===== src/rtl/stage_co_arbiter_pkg.sv =====
// Shared types for the complete-stage arbiter: the execute-to-complete packet,
// source identifiers and default sizing.
package stage_co_arbiter_pkg;

   localparam int CO_NUM_SRC    = 3;
   localparam int CO_FIFO_DEPTH = 2;

   typedef enum logic [1:0] {
      CO_SRC_ALU    = 2'd0,
      CO_SRC_MULT   = 2'd1,
      CO_SRC_BRANCH = 2'd2
   } CO_SRC;

   typedef struct packed {
      logic [31:0] result;
      logic [5:0]  dest_tag;
      logic [4:0]  rob_idx;
      logic        take_branch;
      logic [31:0] target_pc;
      logic        halt;
   } EX_CO_PACKET;

   // Next source index, wrapping modulo n
   function automatic int co_wrap_inc(input int idx, input int n);
      return (idx + 1 >= n) ? 0 : idx + 1;
   endfunction

endpackage


===== src/rtl/co_src_fifo.sv =====
// Single-source circular result FIFO with push/pop, synchronous flush and
// full/empty flags; the head entry is always visible on head_packet.
module co_src_fifo
   import stage_co_arbiter_pkg::*;
#(
   parameter int DEPTH = CO_FIFO_DEPTH
) (
   input  logic        clock,
   input  logic        reset,
   input  logic        flush,
   input  logic        push,
   input  EX_CO_PACKET push_packet,
   input  logic        pop,
   output EX_CO_PACKET head_packet,
   output logic        full,
   output logic        empty
);

   localparam int PW = $clog2(DEPTH);
   localparam int CW = $clog2(DEPTH + 1);
   localparam logic [CW-1:0] FULL_CNT = CW'(DEPTH);

   EX_CO_PACKET   mem_r [DEPTH];
   logic [PW-1:0] wr_ptr_r;
   logic [PW-1:0] rd_ptr_r;
   logic [CW-1:0] count_r;
   logic          do_push_s;
   logic          do_pop_s;

   assign full        = (count_r == FULL_CNT);
   assign empty       = (count_r == CW'(0));
   assign head_packet = mem_r[rd_ptr_r];

   // Qualify requests: a full FIFO refuses pushes, flush overrides both
   always_comb begin
      do_push_s = push & ~full & ~flush;
      do_pop_s  = pop & ~empty & ~flush;
   end

   // Pointer and occupancy state; DEPTH is a power of two so pointers wrap naturally
   always_ff @(posedge clock or negedge reset) begin
      if (!reset) begin
         wr_ptr_r <= PW'(0);
         rd_ptr_r <= PW'(0);
         count_r  <= CW'(0);
      end else if (flush) begin
         wr_ptr_r <= PW'(0);
         rd_ptr_r <= PW'(0);
         count_r  <= CW'(0);
      end else begin
         if (do_push_s) wr_ptr_r <= wr_ptr_r + PW'(1);
         if (do_pop_s)  rd_ptr_r <= rd_ptr_r + PW'(1);
         case ({do_push_s, do_pop_s})
            2'b10:   count_r <= count_r + CW'(1);
            2'b01:   count_r <= count_r - CW'(1);
            default: count_r <= count_r;
         endcase
      end
   end

   // Entry storage
   always_ff @(posedge clock or negedge reset) begin
      if (!reset) begin
         for (int i = 0; i < DEPTH; i++) mem_r[i] <= '0;
      end else if (do_push_s) begin
         mem_r[wr_ptr_r] <= push_packet;
      end
   end

endmodule


===== src/rtl/stage_co_arbiter.sv =====
// Complete-stage arbiter: per-source FIFOs feeding one registered CDB slot.
// Arbitration is round-robin when CO_ROUND_ROBIN_EN is defined, else fixed
// priority BRANCH > MULT > ALU.
module stage_co_arbiter
   import stage_co_arbiter_pkg::*;
#(
   parameter int NUM_SRC = CO_NUM_SRC,
   parameter int DEPTH   = CO_FIFO_DEPTH
) (
   input  logic                       clock,
   input  logic                       reset,
   input  logic [NUM_SRC-1:0]         ex_valid,
   input  EX_CO_PACKET                ex_packet [NUM_SRC],
   output logic [NUM_SRC-1:0]         ex_ready,
   input  logic                       squash,
   input  logic                       cdb_ready,
   output logic                       cdb_valid,
   output EX_CO_PACKET                cdb_packet,
   output logic [$clog2(NUM_SRC)-1:0] cdb_src
);

   localparam int SW = $clog2(NUM_SRC);

   EX_CO_PACKET        head_pkt_s [NUM_SRC];
   logic [NUM_SRC-1:0] full_s;
   logic [NUM_SRC-1:0] empty_s;
   logic [NUM_SRC-1:0] pop_s;
   logic [SW-1:0]      win_s;
   logic               any_s;
   logic               load_s;

   for (genvar gi = 0; gi < NUM_SRC; gi++) begin : g_src
      co_src_fifo #(.DEPTH(DEPTH)) u_fifo (
         .clock       (clock),
         .reset       (reset),
         .flush       (squash),
         .push        (ex_valid[gi]),
         .push_packet (ex_packet[gi]),
         .pop         (pop_s[gi]),
         .head_packet (head_pkt_s[gi]),
         .full        (full_s[gi]),
         .empty       (empty_s[gi])
      );
      // Ready depends only on registered occupancy
      assign ex_ready[gi] = ~full_s[gi];
   end

`ifdef CO_ROUND_ROBIN_EN
   logic [SW-1:0] rr_ptr_r;

   // Round-robin pick: search begins one past the last granted source
   always_comb begin
      int cand_s;
      win_s  = SW'(0);
      any_s  = 1'b0;
      cand_s = int'(rr_ptr_r);
      for (int k = 0; k < NUM_SRC; k++) begin
         cand_s = co_wrap_inc(cand_s, NUM_SRC);
         if (!any_s && !empty_s[cand_s]) begin
            win_s = SW'(cand_s);
            any_s = 1'b1;
         end else begin
            win_s = win_s;
            any_s = any_s;
         end
      end
   end

   // Grant pointer moves only when a result is actually popped
   always_ff @(posedge clock or negedge reset) begin
      if (!reset) begin
         rr_ptr_r <= SW'(NUM_SRC - 1);
      end else if (!squash && load_s && any_s) begin
         rr_ptr_r <= win_s;
      end
   end
`else
   // Fixed priority: the highest non-empty index wins
   always_comb begin
      win_s = SW'(0);
      any_s = 1'b0;
      for (int i = 0; i < NUM_SRC; i++) begin
         if (!empty_s[i]) begin
            win_s = SW'(i);
            any_s = 1'b1;
         end else begin
            win_s = win_s;
            any_s = any_s;
         end
      end
   end
`endif

   // Pop the winner whenever the output slot is free or being consumed
   always_comb begin
      load_s = ~cdb_valid | cdb_ready;
      pop_s  = '0;
      for (int i = 0; i < NUM_SRC; i++) begin
         pop_s[i] = load_s & any_s & ~squash & (win_s == SW'(i));
      end
   end

   // CDB output register; holds while the consumer stalls
   always_ff @(posedge clock or negedge reset) begin
      if (!reset) begin
         cdb_valid  <= 1'b0;
         cdb_packet <= '0;
         cdb_src    <= SW'(0);
      end else if (squash) begin
         cdb_valid <= 1'b0;
      end else if (load_s) begin
         if (any_s) begin
            cdb_valid  <= 1'b1;
            cdb_packet <= head_pkt_s[win_s];
            cdb_src    <= win_s;
         end else begin
            cdb_valid <= 1'b0;
         end
      end
   end

endmodule


===== config.mk =====
export PLATFORM = sky130hd
export DESIGN_NAME = stage_co_arbiter
export DESIGN_NICKNAME = d
export VERILOG_FILES = /design/src/rtl/stage_co_arbiter_pkg.sv /design/src/rtl/co_src_fifo.sv /design/src/rtl/stage_co_arbiter.sv
export SDC_FILE = /design/constraint.sdc
export NUM_CORES = 1
export LEC_CHECK = 0
export CAP_MARGIN = 20
export CORE_AREA = 2 2 300 154
export DETAILED_ROUTE_END_ITERATION = 10
export DIE_AREA = 0 0 302 156
export DONT_BUFFER_PORTS = 1
export HOLD_SLACK_MARGIN = 0.08
export PLACE_DENSITY_LB_ADDON = 0.25
export SLEW_MARGIN = 10
export SYNTH_ARGS = -nofsm -noshare
export SYNTH_HDL_FRONTEND = slang
export SYNTH_SLANG_ARGS = --single-unit
export TNS_END_PERCENT = 20

===== constraint.sdc =====
create_clock -name clock -period 2.3 [get_ports clock]
set_clock_uncertainty 0.1 [all_clocks]
set_input_delay 0.46 -clock clock [delete_from_list [all_inputs] [get_ports clock]]
set_output_delay 0.46 -clock clock [all_outputs]
set_load 0.02 [all_outputs]

# Word-level counts from Yosys, hierarchy flattened
# Cells that the tools add are included.
word_totals:
  reg_bits: 554
  output_inout_bits: 83
  in_bits: 238
  elab_cells: 184
op_classes:
  n_eq_ne: 11
  reduce_logical: 18
  bitwise: 33
  order_cmp: 10
  mux: 47
  add_sub_neg: 12
op_table:
  columns: ["operator", "n"]
  rows:
  - ["2-to-1 mux 77 bit", 14]
  - ["bitwise mux 154 bit", 3]
  - ["demux 77 bit (select 1 bit)", 3]
  - ["binary-select mux 77 bit (select 2 bit)", 1]
  - ["2-to-1 mux 1 bit", 19]
  - ["AND 1 bit", 17]
  - ["== test 2 bit, second input constant", 7]
  - ["nonzero test 2 bit", 7]
  - [">= comparator 2 bit, second input constant", 6]
  - ["NOT 1 -> 2 bit", 6]
  - ["one-hot mux 2 bit (2 select lines)", 3]
  - ["nonzero test 3 bit", 3]
  - ["== test 2 x 1 -> 1 bit, second input constant", 4]
  - ["zero test 2 bit", 4]
  - ["2-to-1 mux 2 bit", 4]
  - ["NOT 1 bit", 8]
  - ["adder 1 bit, second input constant", 6]
  - ["adder 2 x 1 -> 2 bit, second input constant", 3]
  - ["less-than comparator 2 x 1 -> 1 bit, second input constant", 3]
  - ["subtractor 2 x 1 -> 2 bit, second input constant", 3]
  - [">= comparator 3 bit, second input constant", 1]
  - ["logical AND 1 bit", 3]
  - ["NOT 2 -> 3 bit", 1]
  - ["AND reduction 3 bit", 1]
  - ["bitwise OR 1 bit", 1]

# Longest topological paths before layout
depth:
  word_depth: 12
  depth_mapped: 7
  mapped_depth_nobuf: 4

# Cells and area by module
# A second synthesis with hierarchy kept.
unflattened:
  hier_cells: 1742
  area_unflattened_um2: 25045.3
by_module_without_submodules:
  columns: ["module", "instances", "area_each_um2", "cells_per_inst", "seq_area_each_um2"]
  rows:
  - ["co_src_fifo", 3, 6824.0, 435, 3953.8]
  - ["stage_co_arbiter", 1, 4573.1, 437, 2001.9]

# Worst setup path after synthesis
# OpenSTA, ideal clock, no wires.
synth_path:
  path_kind: "reg-to-reg"
  start: "register g_src[1].u_fifo.count_r[0]"
  end: "register g_src[1].u_fifo.mem_r[100] in the netlist's numbering"
  arrival_ns: 1.712
  path_stages_with_launch: 7
  t_required_ns: 2.075
  n_path_buf: 2
  setup_slack_ns: 0.364
  period_less_slack_ns: 1.936
  setup_ns: 0.125
  cell_sequence: "dfrtp_1 nand2b_1 nand2_1 nor3_2 buf_4 buf_4 mux2_2"
synth_between:
  elab_chain_len: 4
synth_lines:
  columns: ["item", "line_no", "text"]
  rows:
  - ["from (decl)", "co_src_fifo.sv:26", "logic [CW-1:0] count_r;"]
  - ["from (signal assigned)", "co_src_fifo.sv:54", "2'b10: count_r <= count_r + CW'(1);"]
  - ["from (signal assigned)", "co_src_fifo.sv:55", "2'b01: count_r <= count_r - CW'(1);"]
  - ["from (signal assigned)", "co_src_fifo.sv:56", "default: count_r <= count_r;"]
  - ["== test 2 bit", "co_src_fifo.sv:30", "assign full = (count_r == FULL_CNT);"]
  - ["NOT 1 bit", null, null]
  - ["net ex_ready[1]", "stage_co_arbiter.sv:14", "output logic [NUM_SRC-1:0] ex_ready,"]
  - ["AND 1 bit (2 in a row)", "co_src_fifo.sv:36", "do_push_s = push & ~full & ~flush;"]
  - ["to (signal, indexed assignment)", "co_src_fifo.sv:66", "mem_r[wr_ptr_r] <= push_packet;"]
  - ["to (decl)", "co_src_fifo.sv:23", "EX_CO_PACKET mem_r [DEPTH];"]
# The timed path passes the listed nets, and every way through them passes these cells.
# A chain may end at the register's enable or synchronous reset.

# Final worst setup path
layout_path:
  start: "register g_src[1].u_fifo.rd_ptr_r"
  end: "register cdb_packet[61] in the netlist's numbering"
layout_between:
  elab_chain_len: 7
layout_lines:
  columns: ["item", "line_no", "text"]
  rows:
  - ["from (decl)", "co_src_fifo.sv:25", "logic [PW-1:0] rd_ptr_r;"]
  - ["from (signal assigned)", "co_src_fifo.sv:52", "if (do_pop_s) rd_ptr_r <= rd_ptr_r + PW'(1);"]
  - ["NOT 1 -> 2 bit (implied by the code)", "co_src_fifo.sv:32", "assign head_packet = mem_r[rd_ptr_r];"]
  - ["2-to-1 mux 77 bit (implied by the code) (3 in a row)", "co_src_fifo.sv:32", null]
  - ["binary-select mux 77 bit (select 2 bit)", "stage_co_arbiter.sv:114", "cdb_packet <= head_pkt_s[win_s];"]
  - ["2-to-1 mux 77 bit (implied by the code) (2 in a row)", "stage_co_arbiter.sv:114", null]
  - ["to (signal assigned)", "stage_co_arbiter.sv:114", null]
  - ["to (decl)", "stage_co_arbiter.sv:18", "output EX_CO_PACKET cdb_packet,"]
# Every way passes these cells. The select of a mux whose other input is x is not followed.

==> impl_metrics.csv <==
group,metric,value,unit
status,status,"finished, violations left",
status,violations,"negative hold slack, max-slew violations",
synth,yosysWarnings,0,
grt,grt_pass1_vias,16667,
timing,finalHoldViolations,554,
final_layout,drive_gt1_share,31.96,%
synth,synth_seq_area_share,57.23,%
timing,setup_viol,0,
clock_tree,numCtsBuffers,49,
floorplanning,core.rowCount,55,
power_and_ir_drop,cellPowerDensity,1056,nW/um^2
synth,syn-num-nets,1973,
route,ant_nets,0,
synth,synth_edf_count,0,
grt,grt.total_usage,27.82,%
critical_path,endpoint_kind,"flip-flop",
grt,grt_first_pass_wirelength,99820,um
grt,use_met2,42.97,%
clock_tree,cts_resized,0,
critical_path,startpoint,"g_src[1].u_fifo.rd_ptr_r",
clock_tree,clockBufferDepth,3,
critical_path,rr_worst_depth,6,
clock_tree,cts_hold_buffers,235,
critical_path,reg2reg_to,"cdb_packet[61]",
route,vias,15607,
worst_hold_path,hold_path.class,"in -> async",
route,drt_iter0_drc,1116,
clock_tree,clk_pin_slew_worst_paths,60,ps
timing,worstMarginPinSlew,1581,ps
final_layout,regArea,13870,um^2
critical_path,r2r_start,"g_src[1].u_fifo.rd_ptr_r",
timing,rsz0062_at_grt,"no",
critical_path,start_kind,"flip-flop",
place,port_buffers,0,
route,vias_per_cell,5.968,
final_layout,final_net_count,2208,
floorplanning,die_w,302,um
floorplanning,die-area,47110,um^2
critical_path,rrSetupSlack,180,ps
synth,avgSynthCellArea,13.96,um^2
synth,synth_area,24220,um^2
power_and_ir_drop,vdd_drop_max,0.7234,mV
critical_path,endpoint,"cdb_packet[61]",
critical_path,cp.arrival,2460,ps
clock_tree,cts.sinks,554,
route,wl_per_cell,24.91,um
place,hpwlAfterDp,42710,um
final_layout,final_cells,2615,
critical_path,critPathKind,"reg -> reg",
route,totalWireLength,65140,um
grt,busiest_layer,"met2",
timing,slew_violations,90,
clock_tree,clock_latency,570,ps
power_and_ir_drop,power,31.18,mW
place,gp_congestion,0.8414,
synth,syn_inst,1735,
clock_tree,cts-root-buf,"clkbuf_16",
floorplanning,initial_utilization,54.40,%
grt,overflow,0,
final_layout,fill_cells,3146,
timing,slew_headroom,-5.398,%
synth,synth_flop_cell,"dfrtp_1",
route,route.detailed.drc,0,
floorplanning,io_pins,321,
synth,async_flop_share,100.0,%
grt,groute.layer.met3.usage,7.226,%
grt,grt_max_degree,555,
synth,synth.distinct_cells,43,
synth,ys_ff_latch,554,
final_layout,areaGrowthSynthToFinish,21.87,%
place,dpl_cell_area,25330,um^2
clock_tree,cts_tree,"done",
route,drt_pre_antenna_iters,5,
critical_path,cp_max_fo,32,
grt,antenna_found_initial,8,
place,dp_cells,2282,
run,maxCapViolCount,0,
floorplanning,core,44520,um^2
final_layout,final_area,29520,um^2
timing,finalSetupTns,0,ps
clock_tree,post_cts_buffers,0,
timing,post-route-period-util,91.96,%
power_and_ir_drop,power.leakage,12.21,nW
floorplanning,die_y,156,um
timing,clock.fmax,472.8,MHz
timing,hold_ws,-490.2,ps
critical_path,required,2650,ps
clock_tree,cts-htree-levels,2,
final_layout,multiInputGateArea,9732,um^2
timing,final.min_clock_period,2115,ps
grt,grt_use_met1,39.80,%
worst min-delay path by stage:
stage	startpoint	to	slack, ps
finish	reset	g_src[1].u_fifo.mem_r[59]	-490
global route	reset	g_src[0].u_fifo.mem_r[136]	-530
CTS	reset	g_src[1].u_fifo.mem_r[104]	-540
detailed placement	reset	g_src[0].u_fifo.mem_r[136]	80
global placement	reset	g_src[1].u_fifo.mem_r[59]	80
floorplan	reset	cdb_packet[0]	60
logic make-up after synthesis:
group	Yosys count	synth area share, %
buffers and inverters	133	2.743
AO/OA/AOI/OAI	247	7.485
XOR/XNOR	7	0.2531
AND/OR/NAND/NOR	151	3.322
flip-flops	554	57.23
multiplexers	643	28.96
registers in the layout, indices dropped and copies added, names as in the netlist:
signal,flops
cdb_packet,77
cdb_src,2
cdb_valid,1
g_src.u_fifo.count_r,6
g_src.u_fifo.mem_r,462
g_src.u_fifo.rd_ptr_r,3
g_src.u_fifo.wr_ptr_r,3
critical path, cell delays in order (launching register included):
cell and delay, ps:
dfrtp_4 740, buf_12 240, nor2b_1 60, a211oi_1 270, o21ai_0 170, buf_4 200, a22o_1 180
per-layer routing:
layer  wire length, um  up-vias  share of wire [%]
li1                  -     6852                  -
met4              1150        0                1.8
met3              4634       90                7.1
met1             29530     8253                 45
met5                 0        -                  0
met2             29820      412                 46
stage by stage:
stage / utilization, % / worst slack (ps)
2_1_floorplan: - / 363.6
3_3_place_gp: 56.88 / 247.2
3_5_place_dp: 56.88 / 206.6
4_1_cts: 66.26 / 200.7
5_1_grt: 66.30 / 73.01
6_report: 66.30 / 184.8
area by class of cell:
| type | count | area share [%] |
|---|---|---|
| multi-input cells | 1048 | 32.97 |
| clock inverters | 22 | 1.259 |
| well taps | 598 | 2.535 |
| diodes | 8 | 0.06782 |
| inverters | 2 | 0.02543 |
| clock buffers | 68 | 4.912 |
| flip-flops and latches | 554 | 47.00 |
| repair buffers | 315 | 11.23 |
power by group:
group,switching (mW),internal (mW)
combinational,2.75,3.80
clock,3.70,5.53
sequential,2.66,12.7
cell usage after synthesis (all sizes together), types with 26 or more instances:
cell | count | area, um^2
mux2 | 463 | 5214
mux2i | 180 | 1802
nor2 | 62 | 235.2
a21oi | 29 | 145.1
a221o | 51 | 510.5
o22ai | 51 | 319.1
a22o | 26 | 227.7
a211oi | 52 | 390.4
dfrtp | 554 | 13860
nor2b | 56 | 350.3
buf | 96 | 525.5
clkbuf | 35 | 131.4
o21ai | 29 | 145.1
placed cells by master (no fill, tap or decap), types with 2 or more instances in the layout:
cell / count
nand4b_1: 3
buf_4: 51
o21ai_0: 27
a211oi_1: 52
nor2b_1: 56
or2_2: 2
inv_1: 2
clkinvlp_4: 3
nor4_1: 2
clkbuf_16: 51
xor2_1: 5
bufinv_16: 10
a21oi_1: 29
nor3_4: 4
mux2_2: 463
nand2_1: 10
buf_12: 29
dlygate4sd3_1: 235
diode_2: 8
a22o_1: 26
clkbuf_8: 11
a221o_1: 51
nor2_1: 61
clkbuf_1: 6
clkinv_2: 8
dfrtp_1: 551
nand2b_1: 6
dfrtp_4: 3
o22ai_1: 51
mux2i_1: 180
xnor2_1: 2
Power figures use the tool's default switching activity.
